### src/rtl/seq_elastic_pipe_reg_pkg.sv
// Shared types and helpers for the elastic register pipeline.
// Occupancy width and the per-stage control bundle live here so the interface and RTL agree.
package seq_pipe_pkg;

  function automatic int cnt_w(input int depth);
    return $clog2(depth + 1);
  endfunction

  typedef struct packed {
    logic valid;
    logic ready;
  } stage_ctl_t;

endpackage

### src/rtl/seq_elastic_pipe_reg_if.sv
// Valid/ready handshake bundle for the elastic pipeline: upstream push side,
// downstream pop side and occupancy readout.
interface seq_elastic_pipe_reg_if #(
  parameter int WIDTH = 8,
  parameter int DEPTH = 3
);
  logic                                     in_valid;
  logic                                     in_ready;
  logic [WIDTH-1:0]                         in_data;
  logic                                     out_valid;
  logic                                     out_ready;
  logic [WIDTH-1:0]                         out_data;
  logic [seq_pipe_pkg::cnt_w(DEPTH)-1:0]    occupancy;

  modport master (
    output in_valid, in_data, out_ready,
    input  in_ready, out_valid, out_data, occupancy
  );

  modport slave (
    input  in_valid, in_data, out_ready,
    output in_ready, out_valid, out_data, occupancy
  );
endinterface

### src/rtl/seq_elastic_pipe_reg_stage.sv
// One elastic register stage: holds a beat until the next stage can take it,
// and accepts a new one whenever it is empty or being drained.
module seq_pipe_stage #(
  parameter int               WIDTH     = 8,
  parameter logic [WIDTH-1:0] RESET_VAL = '0
) (
  input  logic             clk,
  input  logic             rst,
  input  logic             flush,
  input  logic             valid_i,
  input  logic [WIDTH-1:0] data_i,
  output logic             ready_o,
  output logic             valid_o,
  output logic [WIDTH-1:0] data_o,
  input  logic             ready_i
);
  logic             valid_q, valid_d;
  logic [WIDTH-1:0] data_q, data_d;

  always_comb begin
    ready_o = !valid_q || ready_i;
    valid_d = valid_q;
    data_d  = data_q;
    if (ready_o) begin
      valid_d = valid_i;
      // data only moves with a real beat; idle cycles keep the old value
      if (valid_i) data_d = data_i;
    end
  end

  always_ff @(posedge clk) begin
    if (rst || flush) begin
      valid_q <= 1'b0;
      data_q  <= RESET_VAL;
    end else begin
      valid_q <= valid_d;
      data_q  <= data_d;
    end
  end

  assign valid_o = valid_q;
  assign data_o  = data_q;
endmodule

### src/rtl/seq_elastic_pipe_reg.sv
// DEPTH-stage elastic register pipeline with backpressure, flush and a
// registered occupancy count of valid stages.
module seq_elastic_pipe_reg
  import seq_pipe_pkg::*;
#(
  parameter int               WIDTH     = 8,
  parameter int               DEPTH     = 3,
  parameter logic [WIDTH-1:0] RESET_VAL = '0
) (
  input  logic                 clk,
  input  logic                 rst,
  input  logic                 flush,
  seq_elastic_pipe_reg_if.slave bus
);
  localparam int CW = cnt_w(DEPTH);

  logic          in_fire, out_fire;
  logic [CW-1:0] occ_q, occ_d;

  for (genvar i = 0; i < DEPTH; i++) begin : g_stg
    logic             v_in, r_in;
    logic [WIDTH-1:0] d_in, d_out;
    stage_ctl_t       ctl;

    if (i == 0) begin : g_src
      assign v_in = bus.in_valid;
      assign d_in = bus.in_data;
    end else begin : g_src
      assign v_in = g_stg[i-1].ctl.valid;
      assign d_in = g_stg[i-1].d_out;
    end

    // ready ripples back from the output through per-stage signals
    if (i == DEPTH - 1) begin : g_snk
      assign r_in = bus.out_ready;
    end else begin : g_snk
      assign r_in = g_stg[i+1].ctl.ready;
    end

    seq_pipe_stage #(
      .WIDTH     (WIDTH),
      .RESET_VAL (RESET_VAL)
    ) u_stage (
      .clk     (clk),
      .rst     (rst),
      .flush   (flush),
      .valid_i (v_in),
      .data_i  (d_in),
      .ready_o (ctl.ready),
      .valid_o (ctl.valid),
      .data_o  (d_out),
      .ready_i (r_in)
    );
  end

  assign bus.in_ready  = g_stg[0].ctl.ready;
  assign bus.out_valid = g_stg[DEPTH-1].ctl.valid;
  assign bus.out_data  = g_stg[DEPTH-1].d_out;

  assign in_fire  = bus.in_valid && bus.in_ready;
  assign out_fire = bus.out_valid && bus.out_ready;

  always_comb begin
    occ_d = occ_q;
    if (in_fire && !out_fire) begin
      occ_d = occ_q + 1'b1;
    end else if (out_fire && !in_fire) begin
      occ_d = occ_q - 1'b1;
    end
  end

  always_ff @(posedge clk) begin
    if (rst || flush) begin
      occ_q <= '0;
    end else begin
      occ_q <= occ_d;
    end
  end

  assign bus.occupancy = occ_q;
endmodule

### src/flat_wrapper.sv
// flat-port wrapper written by rule: the top's interface ports become plain ports
module seq_elastic_pipe_reg_flat import seq_pipe_pkg::*;
#(
  parameter int               WIDTH     = 8,
  parameter int               DEPTH     = 3,
  parameter logic [WIDTH-1:0] RESET_VAL = '0
)
  (clk, rst, flush, bus_in_valid, bus_in_data, bus_out_ready, bus_in_ready, bus_out_valid, bus_out_data, bus_occupancy);
  seq_elastic_pipe_reg_if #(.WIDTH(WIDTH), .DEPTH(DEPTH)) bus_i ();
  input  logic clk;
  input  logic rst;
  input  logic flush;
  input wire logic [$bits(bus_i.in_valid)-1:0] bus_in_valid;
  input wire logic [$bits(bus_i.in_data)-1:0] bus_in_data;
  input wire logic [$bits(bus_i.out_ready)-1:0] bus_out_ready;
  output wire logic [$bits(bus_i.in_ready)-1:0] bus_in_ready;
  output wire logic [$bits(bus_i.out_valid)-1:0] bus_out_valid;
  output wire logic [$bits(bus_i.out_data)-1:0] bus_out_data;
  output wire logic [$bits(bus_i.occupancy)-1:0] bus_occupancy;
  assign bus_i.in_valid = bus_in_valid;
  assign bus_i.in_data = bus_in_data;
  assign bus_i.out_ready = bus_out_ready;
  assign bus_in_ready = bus_i.in_ready;
  assign bus_out_valid = bus_i.out_valid;
  assign bus_out_data = bus_i.out_data;
  assign bus_occupancy = bus_i.occupancy;
  seq_elastic_pipe_reg #(.WIDTH(WIDTH), .DEPTH(DEPTH), .RESET_VAL(RESET_VAL)) u_core (.clk(clk), .rst(rst), .flush(flush), .bus(bus_i));
endmodule
### config.mk
export PLATFORM = sky130hd
export DESIGN_NAME = seq_elastic_pipe_reg_flat
export DESIGN_NICKNAME = d
export VERILOG_FILES = /design/src/rtl/seq_elastic_pipe_reg_pkg.sv /design/src/rtl/seq_elastic_pipe_reg_if.sv /design/src/rtl/seq_elastic_pipe_reg_stage.sv /design/src/rtl/seq_elastic_pipe_reg.sv /design/src/flat_wrapper.sv
export SDC_FILE = /design/constraint.sdc
export NUM_CORES = 1
export LEC_CHECK = 0
export BUFFER_PORTS_ARGS = -buffer_cell sky130_fd_sc_hd__buf_4
export CORE_ASPECT_RATIO = 1.2
export CORE_MARGIN = 1
export CORE_UTILIZATION = 35
export DETAILED_ROUTE_END_ITERATION = 6
export PLACE_DENSITY = 0.66
export RECOVER_POWER = 25
export SYNTH_ARGS = -nofsm -noshare
export SYNTH_HDL_FRONTEND = slang
export SYNTH_SLANG_ARGS = --single-unit
### constraint.sdc
create_clock -name clk -period 1.8 [get_ports clk]
set_input_delay 0.18 -clock clk [delete_from_list [all_inputs] [get_ports clk]]
set_output_delay 0.18 -clock clk [all_outputs]
set_load 0.02 [all_outputs]
==> impl_results.md <==
- GRT Total Usage: 15.2%
- FMAX: 606 MHz
- Port Buffer Count: 24
- Worst Path Required: 2.06 ns
- Io pins: 25
- VDD IR-drop max: 0.000461 V
- Slew Viols, Final: 0
- Post-synth EDFFs: 0
- Post-synthesis instance total: 124
- Clock power frac: 31.4%
- FILL cells: 333
- Die area: 3470 sq um
- Synth unique cells: 23
- Cts hold-fix bufs: 0
- Vias: 938
- Worst path slowest cell: dfxtp_1
- WS Path Type: flip-flop to flip-flop
- First-pass GRT wire length: 3820 um
- Cell taking the most area after synthesis: dfxtp_1
- Most frequent cell after synthesis: dfxtp_1
- Combinational share of power: 7.3%
- Max stage delay on crit path: 0.39 ns
- DRC viols: 0
- Core Region: 3080 sq um
- Setup crit end kind: flip-flop
- GP Congestion: 0.752
- Gr ovfl total: 0
- Delay-heaviest family, CP: simple AND/OR/NAND/NOR gates
- Initial antenna violation count: 0
- Clk slew on worst S/H paths: 0.08 ns
- Count of final setup violators: 0
- Initial core utilization: 36.7%
- Dominant synthesized flop cell: dfxtp_1
- Mapped Area: 1130 sq um
- Post-CTS Repair Setup Buffers: 0
- H-Tree Depth: 2
- Commonest cells post-synth: 29 x dfxtp_1, 17 x nand2_1, 12 x a21oi_1
- CTS sink cnt: 29
- Psw: 246 uW
- Longest Clk Path Bufs: 2
- Worst Max-Slew Pin Slew: 0.602 ns
- Setup TNS: 0 ns
- Worst slew margin: 59.8%
- Worst Path Buf+Inv: 0
- Die X-Extent: 53.9 um
- Number of global-route vias before repair: 896
- Sw frac: 23.0%
- Diode count: 0
- Worst EP arrival: 1.91 ns
- Async SR Flop Fraction: 0%
- Post-route ant nets: 0
- Hpwl dp: 1590 um
- Number of CTS-inserted buffers: 5
- RSZ-0062 raised after global routing: false
- Post-route setup slack: 0.150 ns
- CP Max Fanout: 5
- Nets: 163
- Pwr dens: 806 nW/um^2
- DR iter-0 viols: 10
- Die Span Y: 64.3 um
- Tmin final: 1.65 ns
- Seq/Total Area, Yosys: 51.3%
- Reg power frac: 61.3%
- CTS root buf: clkbuf_4
- Power Total: 1.07 mW
- Register bit total from synthesis: 29
- Skew final: 0.00799 ns
- Hold Path Class: primary input to flip-flop
- Pre-CTS WS: 0.157 ns
- Final period util: 91.7%
- Synth-to-layout area growth: 17.2%
- Syn Nets: 138
- 1st-pass router iterations: 4
- Max-Cap Viols: 0
- Critical path cell sequence: nand4b_1 > and2_1 > ha_1 > or3_1 > a21oi_1
- Largest net degree at the start of global routing: 25
- Int Power: 823 uW
- YS warnings: 0
- Layout cells sized above 1: 18.9%
- Leak Pwr: 0.473 nW
- Final wirelength: 2110 um
- CTS tree: done
- Post-Syn Area per Cell: 9.13 sq um
- Leading post-synthesis cells by cell area: dfxtp_1 51%, mux2i_1 7.1%, nand2_1 5.6%, a21oi_1 5.3%, nand4_1 4.4%
- Drt via density: 5.10
- Final hold violation count: 0
- Skew-Pair Late Insertion Delay: 0.32 ns
- Row count: 22
- Post-synth top area share: 51.3%
- Startpoint types: flip-flop
- Post-CTS resize count: 0
- Drt wl/cell: 11.5 um
- Status: completed
[worst min-delay path, cell delays in order]
cell,delay [ns]
buf_4,0.08
nand4_1,0.06
o21ai_1,0.07
[path summary, 6_finish.rpt]
check	from	slack, ns	end	depth (start not counted)
max	u_core.g_stg[2].u_stage.valid_o	0.15	u_core.bus.occupancy[1]	5
min	bus_in_data[4]	0.09	u_core.g_stg[0].u_stage.data_o[4]	3
max reg2reg	u_core.g_stg[2].u_stage.valid_o	0.15	u_core.bus.occupancy[1]	5
min reg2reg	u_core.g_stg[1].u_stage.data_o[3]	0.46	u_core.g_stg[1].u_stage.data_o[3]	2
[registers in the layout (all words and copies together) (netlist names)]
signal                        count
u_core.bus.occupancy              2
u_core.g_stg.u_stage.valid_o      3
u_core.g_stg.u_stage.data_o      24
[layout make-up]
class | count | area, sq um | share of cell area [%]
inverter | 2 | 7.51 | 0.566
clock buffer | 5 | 37.5 | 2.83
sequential | 29 | 581 | 43.7
multi-input combinational | 83 | 475 | 35.8
clock inverter | 1 | 5.00 | 0.377
tap | 36 | 45.0 | 3.39
timing repair buffer | 28 | 176 | 13.3
[per-layer routing]
metal  wire length, um  GRT usage, %  vias up
li1                  -             -      482
met1               938          16.9      431
met2              1020          24.1       20
met3                97          5.24        5
met4                57          8.88        0
met5                 0             0        -
[placed cells by master (no fill, tap or decap), drive strengths merged, types with 2 or more instances in the layout]
cell and n:
inv 2, xor2 2, a21oi 12, nand4 8
clkbuf 14, mux2i 8, nor2 3, buf 19
dfxtp 29, o21ai 17, nand3 8, nand2 17
[per-stage QoR]
stage | area, sq um | hold WS [ns] | util (%) | cells
after floorplan | 1130 | 0.324 | - | 124
after global placement | 1330 | 0.418 | 43.0 | 178
after detailed placement | 1330 | 0.423 | 43.0 | 178
after CTS | 1370 | 0.0815 | 44.4 | 184
after global routing | 1330 | 0.0844 | 43.1 | 184
final | 1330 | 0.0937 | 43.1 | 184
[logic make-up after synthesis]
| kind of cell | after synthesis | share of synthesized area [%] |
|---|---|---|
| AO/OA/AOI/OAI | 30 | 13.8 |
| flip-flops | 29 | 51.3 |
| AND/OR/NAND/NOR | 42 | 19.1 |
| adder cells (fa/ha/maj) | 1 | 1.10 |
| XOR/XNOR | 2 | 1.55 |
| buffers and inverters | 12 | 6.08 |
| multiplexers | 8 | 7.07 |
[power by group through the flow]
stage | clock, mW | sequential, mW | combinational (mW)
after CTS | 0.349 | 0.656 | 0.0797
after floorplan | 0 | 0.673 | 0.0438
after detailed placement | 0 | 0.671 | 0.0792
after global placement | 0 | 0.670 | 0.0763
final | 0.336 | 0.655 | 0.0778
after global routing | 0.379 | 0.657 | 0.0859
No activity file was read; power rests on OpenSTA's default activity.
